--- config.mk ---
export PLATFORM = sky130hd
export DESIGN_NAME = chash_poly_reader
export DESIGN_NICKNAME = d
export VERILOG_FILES = /design/src/rtl/chash_poly_reader.sv
export SDC_FILE = /design/constraint.sdc
export NUM_CORES = 1
export LEC_CHECK = 0
export CORE_MARGIN = 2
export CORE_UTILIZATION = 35
export CTS_CLUSTER_DIAMETER = 120
export CTS_CLUSTER_SIZE = 25
export DETAILED_ROUTE_END_ITERATION = 16
export SLEW_MARGIN = 20
export SYNTH_ARGS = -nofsm -noshare
export SYNTH_HDL_FRONTEND = slang
export SYNTH_SLANG_ARGS = --single-unit
--- constraint.sdc ---
create_clock -name i_clk -period 4.56 [get_ports i_clk]
set_input_delay 0.912 -clock i_clk [delete_from_list [all_inputs] [get_ports i_clk]]
set_output_delay 0.912 -clock i_clk [all_outputs]
set_load 0.05 [all_outputs]
--- src/rtl/chash_poly_reader.sv ---
// chash_poly_reader: scans the challenge polynomial region {2'b11, word[7:0]} and streams
// the nonzero coefficients as Chash_addr indices {6'b0, index[8:0], sign} through a small
// first-word-fall-through FIFO.
// Build macro CHASH_CHECK_EN: strict 0/+1/-1 decode across both moduli plus a weight == TAU
// check at completion. Without it, only the q1 half is decoded and err stays low.
module chash_poly_reader #(
  parameter int RD_LAT  = 1,
  parameter int FIFO_DW = 8,
  parameter int TAU     = 128
) (
  input  logic        i_clk,
  input  logic        i_rst,
  input  logic        i_start,
  output logic        o_rd_en,
  output logic [9:0]  o_rd_addr,
  input  logic [47:0] i_Din_24,
  input  logic [49:0] i_Din_25,
  output logic        o_out_valid,
  input  logic        i_out_ready,
  output logic [15:0] o_out_idx,
  output logic [9:0]  o_weight,
  output logic        o_busy,
  output logic        o_done,
  output logic        o_err
);

  localparam int PW = $clog2(FIFO_DW);
  localparam int CW = PW + 1;
  localparam logic [23:0] P1_24 = 24'h001041;

  typedef enum logic [1:0] {S_IDLE, S_SCAN, S_DRAIN, S_DONE} state_t;

  state_t            r_state;
  state_t            w_state_nxt;
  logic [7:0]        r_word;
  logic              r_rd_en;
  logic [9:0]        r_rd_addr;
  logic [RD_LAT-1:0] r_dly_vld;
  logic [7:0]        r_dly_word [RD_LAT];
  logic [9:0]        r_fifo_mem [FIFO_DW];
  logic [PW-1:0]     r_wr_ptr;
  logic [PW-1:0]     r_rd_ptr;
  logic [CW-1:0]     r_count;
  logic [9:0]        r_weight;
  logic              r_err;

  logic              w_issue;
  logic              w_clear;
  logic [2:0]        w_inflight;
  logic [15:0]       w_credit_use;
  logic              w_credit_ok;
  logic              w_dvalid;
  logic [7:0]        w_dword;
  logic [23:0]       w_hi24;
  logic [23:0]       w_lo24;
  logic              w_hi_push;
  logic              w_hi_sign;
  logic              w_lo_push;
  logic              w_lo_sign;
  logic              w_err_set;
  logic [1:0]        w_npush;
  logic              w_pop;
  logic [9:0]        w_hi_ent;
  logic [9:0]        w_lo_ent;
  logic [9:0]        w_first_ent;
  logic              w_wr_first;
  logic              w_wr_second;
  logic [PW-1:0]     w_wr_ptr_p1;
  logic [10:0]       w_wsum;

  // The oldest delay-line stage lines up with the data the memory is returning now
  assign w_dvalid = r_dly_vld[RD_LAT-1];
  assign w_dword  = r_dly_word[RD_LAT-1];
  assign w_hi24   = i_Din_24[47:24];
  assign w_lo24   = i_Din_24[23:0];

`ifdef CHASH_CHECK_EN
  localparam logic [24:0] P1_25 = 25'h1DE0409;
  localparam logic [23:0] M1_24 = 24'hFBEFC0;
  localparam logic [24:0] M1_25 = 25'h01DFBF8;

  logic        w_bad;
  logic [24:0] w_hi25;
  logic [24:0] w_lo25;
  logic        w_hi_plus;
  logic        w_hi_minus;
  logic        w_hi_zero;
  logic        w_lo_plus;
  logic        w_lo_minus;
  logic        w_lo_zero;

  assign w_hi25     = i_Din_25[49:25];
  assign w_lo25     = i_Din_25[24:0];
  assign w_hi_plus  = (w_hi24 == P1_24) && (w_hi25 == P1_25);
  assign w_hi_minus = (w_hi24 == M1_24) && (w_hi25 == M1_25);
  assign w_hi_zero  = (w_hi24 == 24'h0) && (w_hi25 == 25'h0);
  assign w_lo_plus  = (w_lo24 == P1_24) && (w_lo25 == P1_25);
  assign w_lo_minus = (w_lo24 == M1_24) && (w_lo25 == M1_25);
  assign w_lo_zero  = (w_lo24 == 24'h0) && (w_lo25 == 25'h0);

  // Only exact +1/-1 slots are pushed; anything other than 0/+1/-1 is flagged and dropped
  always_comb begin
    w_hi_push = w_dvalid & (w_hi_plus | w_hi_minus);
    w_hi_sign = w_hi_minus;
    w_lo_push = w_dvalid & (w_lo_plus | w_lo_minus);
    w_lo_sign = w_lo_minus;
    w_bad     = w_dvalid & (~(w_hi_plus | w_hi_minus | w_hi_zero) |
                            ~(w_lo_plus | w_lo_minus | w_lo_zero));
    w_err_set = w_bad |
                ((r_state == S_DRAIN) && (w_state_nxt == S_DONE) && (r_weight != 10'(TAU)));
  end
`else
  logic w_unused_din25;

  assign w_unused_din25 = ^i_Din_25;

  // Lenient decode: the q1 half alone decides presence and sign
  always_comb begin
    w_hi_push = w_dvalid & (w_hi24 != 24'h0);
    w_hi_sign = (w_hi24 != P1_24);
    w_lo_push = w_dvalid & (w_lo24 != 24'h0);
    w_lo_sign = (w_lo24 != P1_24);
    w_err_set = 1'b0;
  end
`endif

  assign w_hi_ent    = {w_dword, 1'b0, w_hi_sign};
  assign w_lo_ent    = {w_dword, 1'b1, w_lo_sign};
  assign w_npush     = {1'b0, w_hi_push} + {1'b0, w_lo_push};
  assign w_wr_first  = w_hi_push | w_lo_push;
  assign w_wr_second = w_hi_push & w_lo_push;
  assign w_first_ent = w_hi_push ? w_hi_ent : w_lo_ent;
  assign w_wr_ptr_p1 = r_wr_ptr + PW'(1);
  assign w_pop       = (r_count != CW'(0)) & i_out_ready;
  assign w_wsum      = 11'(r_weight) + 11'(w_npush);

  // Every outstanding read may still land two entries, so reserve room for all of them
  always_comb begin
    w_inflight = {2'b00, r_rd_en};
    for (int k = 0; k < RD_LAT; k++) begin
      w_inflight = w_inflight + {2'b00, r_dly_vld[k]};
    end
    w_credit_use = 16'(r_count) + {12'h000, w_inflight, 1'b0} + 16'd2;
    w_credit_ok  = (w_credit_use <= 16'(FIFO_DW));
  end

  // Next-state logic: scan issues reads under credit, drain waits for the pipe and FIFO to empty
  always_comb begin
    w_state_nxt = r_state;
    w_issue     = 1'b0;
    w_clear     = 1'b0;
    o_busy      = 1'b0;
    o_done      = 1'b0;
    case (r_state)
      S_IDLE: begin
        if (i_start) begin
          w_state_nxt = S_SCAN;
          w_clear     = 1'b1;
        end
      end
      S_SCAN: begin
        o_busy = 1'b1;
        if (w_credit_ok) begin
          w_issue = 1'b1;
          if (r_word == 8'd255) begin
            w_state_nxt = S_DRAIN;
          end
        end
      end
      S_DRAIN: begin
        o_busy = 1'b1;
        if ((w_inflight == 3'd0) && (r_count == CW'(0))) begin
          w_state_nxt = S_DONE;
        end
      end
      S_DONE: begin
        o_done      = 1'b1;
        w_state_nxt = S_IDLE;
      end
      default: w_state_nxt = S_IDLE;
    endcase
  end

  // State, read strobe, read-tag delay line, weight and sticky error
  always_ff @(posedge i_clk) begin
    if (i_rst) begin
      r_state   <= S_IDLE;
      r_word    <= 8'd0;
      r_rd_en   <= 1'b0;
      r_rd_addr <= 10'd0;
      r_dly_vld <= '0;
      for (int k = 0; k < RD_LAT; k++) begin
        r_dly_word[k] <= 8'd0;
      end
      r_weight  <= 10'd0;
      r_err     <= 1'b0;
    end else begin
      r_state       <= w_state_nxt;
      r_rd_en       <= w_issue;
      r_dly_vld[0]  <= r_rd_en;
      r_dly_word[0] <= r_rd_addr[7:0];
      for (int k = 1; k < RD_LAT; k++) begin
        r_dly_vld[k]  <= r_dly_vld[k-1];
        r_dly_word[k] <= r_dly_word[k-1];
      end
      if (w_issue) begin
        r_rd_addr <= {2'b11, r_word};
        r_word    <= r_word + 8'd1;
      end
      if (w_clear) begin
        r_word   <= 8'd0;
        r_weight <= 10'd0;
        r_err    <= 1'b0;
      end else begin
        if (w_npush != 2'd0) begin
          r_weight <= (w_wsum > 11'd512) ? 10'd512 : w_wsum[9:0];
        end
        if (w_err_set) begin
          r_err <= 1'b1;
        end
      end
    end
  end

  // FIFO pointers and occupancy; a 2-wide push and a pop may share a cycle
  always_ff @(posedge i_clk) begin
    if (i_rst) begin
      r_wr_ptr <= '0;
      r_rd_ptr <= '0;
      r_count  <= '0;
    end else begin
      r_wr_ptr <= r_wr_ptr + PW'(w_npush);
      r_rd_ptr <= r_rd_ptr + PW'(w_pop);
      r_count  <= r_count + CW'(w_npush) - CW'(w_pop);
    end
  end

  // FIFO storage; upper-slot entry goes first so indices leave in ascending order
  always_ff @(posedge i_clk) begin
    if (!i_rst) begin
      if (w_wr_first) begin
        r_fifo_mem[r_wr_ptr] <= w_first_ent;
      end
      if (w_wr_second) begin
        r_fifo_mem[w_wr_ptr_p1] <= w_lo_ent;
      end
    end
  end

  assign o_rd_en     = r_rd_en;
  assign o_rd_addr   = r_rd_addr;
  assign o_out_valid = (r_count != CW'(0));
  assign o_out_idx   = o_out_valid ? {6'b000000, r_fifo_mem[r_rd_ptr]} : 16'h0000;
  assign o_weight    = r_weight;
  assign o_err       = r_err;

endmodule

==> metrics <==
Critical Path Start=i_Din_24[26]; top cell type's share of synthesized area=0.339; crit path DAT=4.65 ns; count of final hold-check violations=0; Slew HR=0.378; P_sw=1.37 mW; Tmin final=4.30 ns; DRT antenna net count=0; DR top layer=met4; Hold Crit Start=r_fifo_mem[2][1]$_SDFFE_PP1P_; Setup crit end kind=register; register bit total from synthesis=129; worst hold path class=register to register; Clk pin slew, worst setup/hold paths=0.05 ns; IO buf count=85; EDFF count, synth=72; DRC errors left=0; post-CTS resize count=0; LEAKAGE=2.86 nW; post-synthesis simple-gate area fraction=0.180; Synth Area in XOR/XNOR=0.0261; number of global-route vias before repair=4558; wl on met1=5.87 mm; first-pass GRT wire length=22.5 mm; Diodes inserted=0; PwrDens=500 mW/mm2; pin count of the biggest net entering global routing=28; RSZ-0062 raised after global routing=no; drt total wl=13.3 mm; Worst EP required=4.91 ns; CTS root buffer=clkbuf_16; Clk Latency, worst-skew pair=0.41 ns; pin slew with the least headroom to its limit=0.933 ns; Int Pwr=2.66 mW; Crit Path Max Fanout=4; dpl cells=856; Max H-tree Level=4; CTS tree=built; setup bufs post-CTS=0; crit-path max cell delay=0.56 ns; fin nets=778; post-synthesis cell type count=61; post-route cell area=0.00806 mm2; Clock Sinks=129; Row Count=49; total global-route track usage=0.146; instance area at placement=0.00751 mm2; Synth area leaders=edfxtp_1, dfxtp_1, mux4_2, and2_1, ha_1; hold_buf cts=0; Syn-to-layout area delta=26.2%; vias after detailed routing=4303; met3 WL=435 um; Comb pwr share=0.332; ys flop type=edfxtp_1; area leader, netlist=edfxtp_1; initial DRC count=179; I/O Pins=143; Layout Cells excl Fill=888; routed vias/inst=4.85; Bufs and invs on worst path=4; # fillers=1689; die width=139 um; layout cells sized above 1=0.123; sw frac=0.339; post-synthesis cell area=0.00638 mm2; Congestion Overflow GR=0; setup TNS=0 ns; Starting Density=0.357; status=finished clean; sequential share of power=0.361; post-synthesis compound-gate area fraction=0.0735; clock buffer depth=2; Max Cap Viol=0; Slew Limit Fails=0; syn_area_per_cell=11.7 um2; worst r2r src=r_dly_vld$_SDFF_PP0_; initial antenna violation count=0; Synth Warn #=0; Clock Skews=0.00794 ns; mux contribution to synthesized area=0.0927; CP max stage cell=or4_4; CP Class=input port to register; Mapped Cells=544; routability cong.=0.832; CP cell instances=clkdlybuf4s50_1 -> or4_1 -> nor4_1 -> buf_4 -> nand2_1 -> nand2_2 -> inv_1 -> ha_1 -> ha_1 -> inv_1 -> fa_1 -> and3b_1 -> a32oi_1 -> or4_4 -> a22o_1 -> a21oi_2; Top delay family on crit path=simple AND/OR/NAND/NOR gates; router iterations before antenna repair=4; Final setup viols=0; Setup crit start kind=input port; area of the core=0.0179 mm2; Post-Synth Adder-Cell Area=0.0635; met2 WL post-DR=6.92 mm; height of the die=139 um; Final period util=0.943; largest family of logic cells by synthesized area=simple AND/OR/NAND/NOR gates; post-DR wirelength/cell=15.0 um; maximum vdd drop=416 uV; Fmax=232 MHz; Seq/Total Area, Yosys=0.517; detailed-placement wirelength estimate=9.67 mm; total CTS buffers=17; die area=0.0193 mm2; clock share of power=0.307; Async SR Flop Fraction=0
==> through the flow <==
step           utilization  power, mW  setup WS (ns)  hold WS [ns]
2_1_floorplan            -       2.40          0.205         0.431
3_3_place_gp         0.420       2.80         -0.184         0.445
3_5_place_dp         0.420       2.83         -0.182         0.446
4_1_cts              0.450       4.08          0.226         0.457
5_1_grt              0.450       4.25         0.0893         0.482
6_report             0.450       4.03          0.258         0.456
==> cells in the mapped netlist (all sizes together), types with 3 or more instances <==
cell type,n
nand4,5
nand2b,3
mux4,20
nor2b,17
or4,3
o22ai,9
or3,5
o21ai,14
xnor2,11
nor4,8
and3,3
edfxtp,72
and2,64
mux2i,13
buf,14
o22a,16
nand2,31
nand3,7
a21oi,10
ha,26
a21o,3
dfxtp,57
nor2,48
fa,4
clkbuf,15
nor3,8
inv,27
xor2,8
==> power groups by stage <==
stage / Sequential, mW / Clock, mW / Combinational, mW
after floorplan: 1.57 / 0 / 0.827
after CTS: 1.46 / 1.26 / 1.36
after global placement: 1.48 / 0 / 1.32
after global routing: 1.48 / 1.31 / 1.46
final: 1.45 / 1.24 / 1.34
after detailed placement: 1.48 / 0 / 1.35
==> cell usage in the layout, fill, tap and decap left out, types with 2 or more instances in the layout <==
cell type	count
a32oi_1	2
nor4_1	8
mux2i_1	13
nor2b_1	17
buf_4	21
edfxtp_1	72
ha_1	26
nand2b_1	3
nand3_1	7
or3_1	3
inv_1	27
clkinv_1	6
o22a_1	16
and2_1	64
bufinv_16	2
o21ai_0	5
a21oi_1	9
o22ai_1	9
o21ai_2	3
nand4_1	5
fa_1	4
clkinv_2	2
and3_2	2
xor2_1	8
clkbuf_16	17
conb_1	7
xnor2_1	11
nor2_1	48
or4_1	2
a21o_1	2
dfxtp_1	57
clkdlybuf4s50_1	85
clkbuf_1	5
nand2_1	30
mux4_2	20
o21ai_1	6
nor3_1	8
nand3b_1	2
==> final timing paths <==
kind                                                       to  depth (start not counted)  slack (ns)
worst max-delay path                 o_weight[7]$_SDFFE_PP0P_                         16        0.26
worst min-delay path            r_fifo_mem[2][1]$_SDFFE_PP1P_                          1        0.46
worst max register to register       o_weight[7]$_SDFFE_PP0P_                         11        1.65
worst min register to register  r_fifo_mem[2][1]$_SDFFE_PP1P_                          1        0.46
==> flip-flops by register name, summed over array words and instances, names as in the netlist <==
signal      flops
r_fifo_mem     80
o_weight       10
o_rd_addr       9
r_dly_word      8
r_word          8
r_count         4
r_rd_ptr        3
r_wr_ptr        3
r_state         2
o_rd_en         1
r_dly_vld       1
==> per-layer routing <==
layer,track usage,vias up
met3,0.0390,15
met2,0.259,59
li1,-,2138
met5,0,-
met4,0.0399,0
met1,0.175,2091
==> worst reg2reg max path: stages (launching register included) <==
cell     delay, ns
dfxtp_1       0.39
nand2_1       0.15
inv_1         0.05
ha_1          0.29
ha_1          0.17
inv_1         0.05
fa_1          0.42
and3b_1       0.27
a32oi_1       0.11
or4_4         0.56
a22o_1        0.26
a21oi_2       0.12
==> final cells by class <==
cell class	count	area, um2	share of cell area
Timing Repair Buffer	106	1010	0.125
Inverter	27	101	0.0126
Multi-Input combinational cell	365	2820	0.350
Clock inverter	10	92.6	0.0115
Clock buffer	22	444	0.0551
Tap cell	229	287	0.0356
Sequential cell	129	3300	0.410
==> cells by family after synthesis <==
| group | count (synthesis) |
|---|---|
| AO/OA/AOI/OAI | 63 |
| other | 1 |
| buffers and inverters | 56 |
| multiplexers | 34 |
| flip-flops | 129 |
| XOR/XNOR | 19 |
| adder cells (fa/ha/maj) | 30 |
| AND/OR/NAND/NOR | 212 |
(Power assumes the default switching activity.)
